**src/rtl/rsqrt_nr_job_scheduler.sv**
```systemverilog
// Round-robin job scheduler sharing one iterative Newton-Raphson rsqrt datapath.
// Runs ITERATION+1 passes per job and returns the final estimate tagged with its requester.
module rsqrt_nr_job_scheduler #(
  parameter int unsigned WL        = 24,
  parameter int unsigned NREQ      = 4,
  parameter int unsigned IDW       = 2,
  parameter int unsigned ITERATION = 1,
  parameter int unsigned PASS_LAT  = 3
) (
  input  logic                 CLK,
  input  logic                 RST,
  input  logic [NREQ-1:0]      req_valid,
  output logic [NREQ-1:0]      req_ready,
  input  logic [NREQ*WL-1:0]   req_data,
  output logic                 rsp_valid,
  input  logic                 rsp_ready,
  output logic [WL-1:0]        rsp_data,
  output logic [IDW-1:0]       rsp_id,
  output logic                 rsp_err,
  output logic                 dp_ce,
  output logic                 dp_start,
  output logic                 dp_sel,
  output logic [WL-1:0]        dp_x,
  output logic [WL-1:0]        dp_fb,
  input  logic [WL-1:0]        dp_y,
  output logic                 busy
);

  localparam int unsigned PCW = (ITERATION > 0) ? $clog2(ITERATION + 1) : 1;
  localparam int unsigned WCW = (PASS_LAT > 1) ? $clog2(PASS_LAT) : 1;

  localparam logic [1:0] S_IDLE  = 2'd0;
  localparam logic [1:0] S_ISSUE = 2'd1;
  localparam logic [1:0] S_WAIT  = 2'd2;
  localparam logic [1:0] S_RESP  = 2'd3;

  logic [1:0]     state_q, state_d;
  logic [IDW-1:0] ptr_q, ptr_d;
  logic [PCW-1:0] pass_q, pass_d;
  logic [WCW-1:0] wait_q, wait_d;
  logic           rsp_valid_q, rsp_valid_d;
  logic [WL-1:0]  rsp_data_q, rsp_data_d;
  logic [IDW-1:0] rsp_id_q, rsp_id_d;
  logic           rsp_err_q, rsp_err_d;
  logic           dp_ce_q, dp_ce_d;
  logic           dp_start_q, dp_start_d;
  logic           dp_sel_q, dp_sel_d;
  logic [WL-1:0]  dp_x_q, dp_x_d;
  logic [WL-1:0]  dp_fb_q, dp_fb_d;
  logic           busy_q, busy_d;

  logic [WL-1:0]  req_op [NREQ];
  logic           grant_found;
  logic [IDW-1:0] grant_idx;

  function automatic logic [IDW-1:0] idx_add(input logic [IDW-1:0] base, input int unsigned off);
    int unsigned sum;
    sum = 32'(base) + off;
    return IDW'(sum % NREQ);
  endfunction

  for (genvar g = 0; g < NREQ; g++) begin : g_op
    assign req_op[g] = req_data[g*WL +: WL];
  end

  // First valid requester at or above the pointer, wrapping around.
  always_comb begin
    grant_found = 1'b0;
    grant_idx   = '0;
    for (int unsigned i = 0; i < NREQ; i++) begin
      if (!grant_found && req_valid[idx_add(ptr_q, i)]) begin
        grant_found = 1'b1;
        grant_idx   = idx_add(ptr_q, i);
      end
    end
  end

  always_comb begin
    state_d    = state_q;
    ptr_d      = ptr_q;
    pass_d     = pass_q;
    wait_d     = wait_q;
    rsp_data_d = rsp_data_q;
    rsp_id_d   = rsp_id_q;
    rsp_err_d  = rsp_err_q;
    dp_sel_d   = dp_sel_q;
    dp_x_d     = dp_x_q;
    dp_fb_d    = dp_fb_q;
    req_ready  = '0;

    case (state_q)
      S_IDLE: begin
        if (grant_found && !RST) begin
          req_ready[grant_idx] = 1'b1;
          dp_x_d   = req_op[grant_idx];
          rsp_id_d = grant_idx;
          ptr_d    = idx_add(grant_idx, 1);
          pass_d   = '0;
          // Unnormalised operand bypasses the datapath entirely.
          if (!req_op[grant_idx][WL-1]) begin
            rsp_data_d = '1;
            rsp_err_d  = 1'b1;
            state_d    = S_RESP;
          end else begin
            state_d = S_ISSUE;
          end
        end
      end
      S_ISSUE: begin
        wait_d  = '0;
        state_d = S_WAIT;
      end
      S_WAIT: begin
        wait_d = wait_q + WCW'(1);
        if (wait_q == WCW'(PASS_LAT - 1)) begin
          dp_fb_d = dp_y;
          if (pass_q == PCW'(ITERATION)) begin
            rsp_data_d = dp_y;
            rsp_err_d  = 1'b0;
            state_d    = S_RESP;
          end else begin
            pass_d  = pass_q + PCW'(1);
            state_d = S_ISSUE;
          end
        end
      end
      default: begin
        if (rsp_ready) state_d = S_IDLE;
      end
    endcase

    // Registered outputs track the state being entered so they align with it.
    rsp_valid_d = (state_d == S_RESP);
    dp_start_d  = (state_d == S_ISSUE);
    dp_ce_d     = (state_d == S_ISSUE) || (state_d == S_WAIT);
    busy_d      = (state_d != S_IDLE);
    if (state_d == S_ISSUE) dp_sel_d = (pass_d != '0);
  end

  always_ff @(posedge CLK) begin
    if (RST) begin
      state_q     <= S_IDLE;
      ptr_q       <= '0;
      pass_q      <= '0;
      wait_q      <= '0;
      rsp_valid_q <= 1'b0;
      rsp_data_q  <= '0;
      rsp_id_q    <= '0;
      rsp_err_q   <= 1'b0;
      dp_ce_q     <= 1'b0;
      dp_start_q  <= 1'b0;
      dp_sel_q    <= 1'b0;
      dp_x_q      <= '0;
      dp_fb_q     <= '0;
      busy_q      <= 1'b0;
    end else begin
      state_q     <= state_d;
      ptr_q       <= ptr_d;
      pass_q      <= pass_d;
      wait_q      <= wait_d;
      rsp_valid_q <= rsp_valid_d;
      rsp_data_q  <= rsp_data_d;
      rsp_id_q    <= rsp_id_d;
      rsp_err_q   <= rsp_err_d;
      dp_ce_q     <= dp_ce_d;
      dp_start_q  <= dp_start_d;
      dp_sel_q    <= dp_sel_d;
      dp_x_q      <= dp_x_d;
      dp_fb_q     <= dp_fb_d;
      busy_q      <= busy_d;
    end
  end

  assign rsp_valid = rsp_valid_q;
  assign rsp_data  = rsp_data_q;
  assign rsp_id    = rsp_id_q;
  assign rsp_err   = rsp_err_q;
  assign dp_ce     = dp_ce_q;
  assign dp_start  = dp_start_q;
  assign dp_sel    = dp_sel_q;
  assign dp_x      = dp_x_q;
  assign dp_fb     = dp_fb_q;
  assign busy      = busy_q;

endmodule

```
**config.mk**
```make
export PLATFORM = sky130hd
export DESIGN_NAME = rsqrt_nr_job_scheduler
export DESIGN_NICKNAME = d
export VERILOG_FILES = /design/src/rtl/rsqrt_nr_job_scheduler.sv
export SDC_FILE = /design/constraint.sdc
export NUM_CORES = 1
export LEC_CHECK = 0
export CAP_MARGIN = 10
export CELL_PAD_IN_SITES_DETAIL_PLACEMENT = 1
export CELL_PAD_IN_SITES_GLOBAL_PLACEMENT = 2
export CORE_MARGIN = 1
export CORE_UTILIZATION = 34
export CTS_CLUSTER_DIAMETER = 40
export DETAILED_ROUTE_END_ITERATION = 7
export DONT_BUFFER_PORTS = 1
export PLACE_DENSITY_LB_ADDON = 0.1
export SETUP_SLACK_MARGIN = 0.5
export SLEW_MARGIN = 0
export SYNTH_ARGS = -nofsm -noshare
export SYNTH_HDL_FRONTEND = slang
export SYNTH_SLANG_ARGS = --single-unit
```
**constraint.sdc**
```tcl
create_clock -name CLK -period 6.5 [get_ports CLK]
set_input_delay 1.3 -clock CLK [delete_from_list [all_inputs] [get_ports CLK]]
set_output_delay 1.3 -clock CLK [all_outputs]
set_load 0.1 [all_outputs]
```
==> flow_metrics.tcl <==
set metrics [dict create \
    outcome "completed" \
    cts-root-buf "clkbuf_16" \
    die_h_um 119 \
    clockBufferDepth 2 \
    wl_per_cell_um 20.6 \
    post_cts_buffers 0 \
    ys_ff_latch 87 \
    io_pins 211 \
    cap_violations 0 \
    via_per_inst 5.61 \
    yosys-top-cells-area "dfxtp_1 38%, nand2_1 12%, a311oi_2 6.5%" \
    synth_top_cell_area_share_pct 37.5 \
    clk_pin_slew_worst_paths_ps 70 \
    irDropWorstVdd_mv 0.297 \
    cp.required_ps 5200 \
    dpl_worst_slack_ps 1460 \
    antenna_found_initial 0 \
    hpwl_mm 10.1 \
    setup_violations 0 \
    dieWidth_um 119 \
    slowest_delay_ps 760 \
    htreeDepth 3 \
    yosysTopAreaCell "dfxtp_1" \
    synthFlopType "dfxtp_1" \
    post_cts_resized 0 \
    synth_area_per_cell_um2 8.18 \
    synthesis.area_um2 4640 \
    critical_path_class "input pin to primary output" \
    drtAntennaViolNets 0 \
    path_cells "nand2b_1 > o211ai_4 > nand2_4 > inv_4 > ha_1 > and2_1" \
    grt_max_degree 67 \
    routed-via-count 4024 \
    slew_headroom_pct 21.4 \
    cts_tree "built" \
    period_share_pct 77.5 \
    synth_edf_count 0 \
    place_inst 701 \
    p_per_area_nw_per_um2 650 \
    core_area_um2 13300 \
    finalHoldViolCount 0 \
    ys_types 46 \
    synth_nets 707 \
    drive_gt1_share_pct 14.4 \
    fin_crit_ps 5040 \
    dieArea_um2 14100 \
    syn_inst 567 \
    worstMarginPinSlew_ps 1180 \
    worstPathArrival_ps 3740 \
    finalWirelength_mm 14.8 \
    grt_pass1_wl_mm 22.9 \
    slew_violations 0 \
    grt_setup_unrepaired "no" \
    worst_slack_ps 1460 \
    hold_buffers 0 \
    grt_pass1_vias 4151 \
    grt.total_usage_pct 20.8 \
    power_leakage_nw 1.97 \
    nets 676 \
    place.gp.congestion 0.851 \
    initial_utilization_pct 34.9 \
    port_buffers 0 \
    finClkSkew_ps 9.01 \
    layoutNonFillerInstCount 717 \
    clock.fmax_mhz 199 \
    yosys_warnings 0 \
    cts_made_buffers 9 \
    antenna_cells 0 \
    reg2reg_setup_slack_ps 2920 \
    worstHoldPathType "flop to flop" \
    num-fill-cells 1606 \
    synthTopCellsByCount "144 x nand2_1, 87 x dfxtp_1, 51 x nand3_1, 34 x a21oi_1, 34 x inv_1" \
    drt-initial-drc-count 91 \
    async_flop_share_pct 0 \
    area_growth_pct 6.71 \
    critPathMaxFanout 52 \
    start_kind "input pin" \
    crit_path_end_kind "primary output" \
    synth.most_common_cell "nand2_1" \
    seq_area_frac_synth_pct 37.5 \
    fin_setup_tns_ps 0 \
    cts_sinks 87 \
    overflow 0 \
    holdWs_ps 519 \
    fin_util_pct 37.2 \
    slowest_stage "and2_1" \
    drc 0 \
    clk_latency_ps 340 \
    drt_first_pass_iters 6 \
    num_rows 42 \
]
==> metal layers <==
layer | GRT usage, % | up-vias | wire length [µm]
li1 | - | 1911 | -
met4 | 8.78 | 0 | 303
met1 | 23.5 | 1933 | 6100
met3 | 5.84 | 21 | 1100
met2 | 36.6 | 159 | 7300
met5 | 0 | - | 0
==> placed cells by master (no fill, tap or decap), types with 2 or more instances in the layout <==
cell type	count
a31o_2	21
nor2b_1	4
a21boi_2	2
nand2b_1	3
clkinv_2	3
a311oi_1	4
inv_1	34
mux2_2	3
nand3_1	51
mux2i_1	2
nand2_1	144
or3_1	2
nor4b_1	24
clkbuf_16	9
a211oi_1	3
a311oi_2	20
a21oi_1	34
and2_1	7
dfxtp_1	87
o211ai_1	2
nor2_1	9
a2111oi_4	2
a2111o_1	2
and3_1	22
o21ai_0	10
buf_4	3
ha_1	12
==> report_power, final <==
part / total (mW) / internal [mW] / switching (mW) / leakage, nW
registers: 1.89 / 0.692 / 1.19 / 0.713
clock network: 0.528 / 0.309 / 0.219 / 0.146
logic: 0.804 / 0.305 / 0.500 / 1.11
total: 3.22 / 1.31 / 1.91 / 1.97
==> logic make-up (layout without fill, tap and decap cells) <==
kind of cell,Yosys count,after routing,share of synthesized area (%)
fa+ha+maj,13,13,3.51
mux,5,5,1.16
buf+inv,81,55,8.12
simple gates,274,274,29.1
compound gates,107,107,20.6
flops,87,87,37.5
==> worst paths after layout <==
kind                        to  depth (start not counted)          from
setup / recovery  req_ready[3]                          6  req_valid[1]
hold / removal        ptr_q[0]                          2      ptr_q[0]
setup reg to reg  rsp_data[20]                          5    state_q[0]
hold reg to reg       ptr_q[0]                          2      ptr_q[0]
==> worst max-delay path: cells and delay by family <==
family	cells	cell delay (ps)
AO/OA/AOI/OAI	1	290
adder cells (fa/ha/maj)	1	240
buffers and inverters	1	550
AND/OR/NAND/NOR	3	1280
==> through the flow <==
step	cell area, µm²	total power, mW
6_report	4950	3.22
5_1_grt	4950	3.37
4_1_cts	4950	3.26
3_5_place_dp	4650	2.72
3_3_place_gp	4650	2.69
2_1_floorplan	4640	2.54
==> area by class of cell <==
class / count / area (µm²) / area share (%)
clock inverter: 5 / 56.3 / 1.14
timing repair buffer: 3 / 22.5 / 0.455
multi-input combinational: 399 / 2530 / 51.1
sequential: 87 / 1740 / 35.2
inverter: 36 / 139 / 2.80
tap: 176 / 220 / 4.45
clock buffer: 11 / 243 / 4.90
==> sequential cells by signal, indices dropped and copies added (netlist names) <==
register / count
rsp_data: 24
dp_fb: 24
pass_q: 1
state_q: 2
ptr_q: 2
dp_x: 24
rsp_err: 1
dp_start: 1
rsp_valid: 1
dp_sel: 1
rsp_id: 2
dp_ce: 1
busy: 1
wait_q: 2
Power figures use the tool's default switching activity.
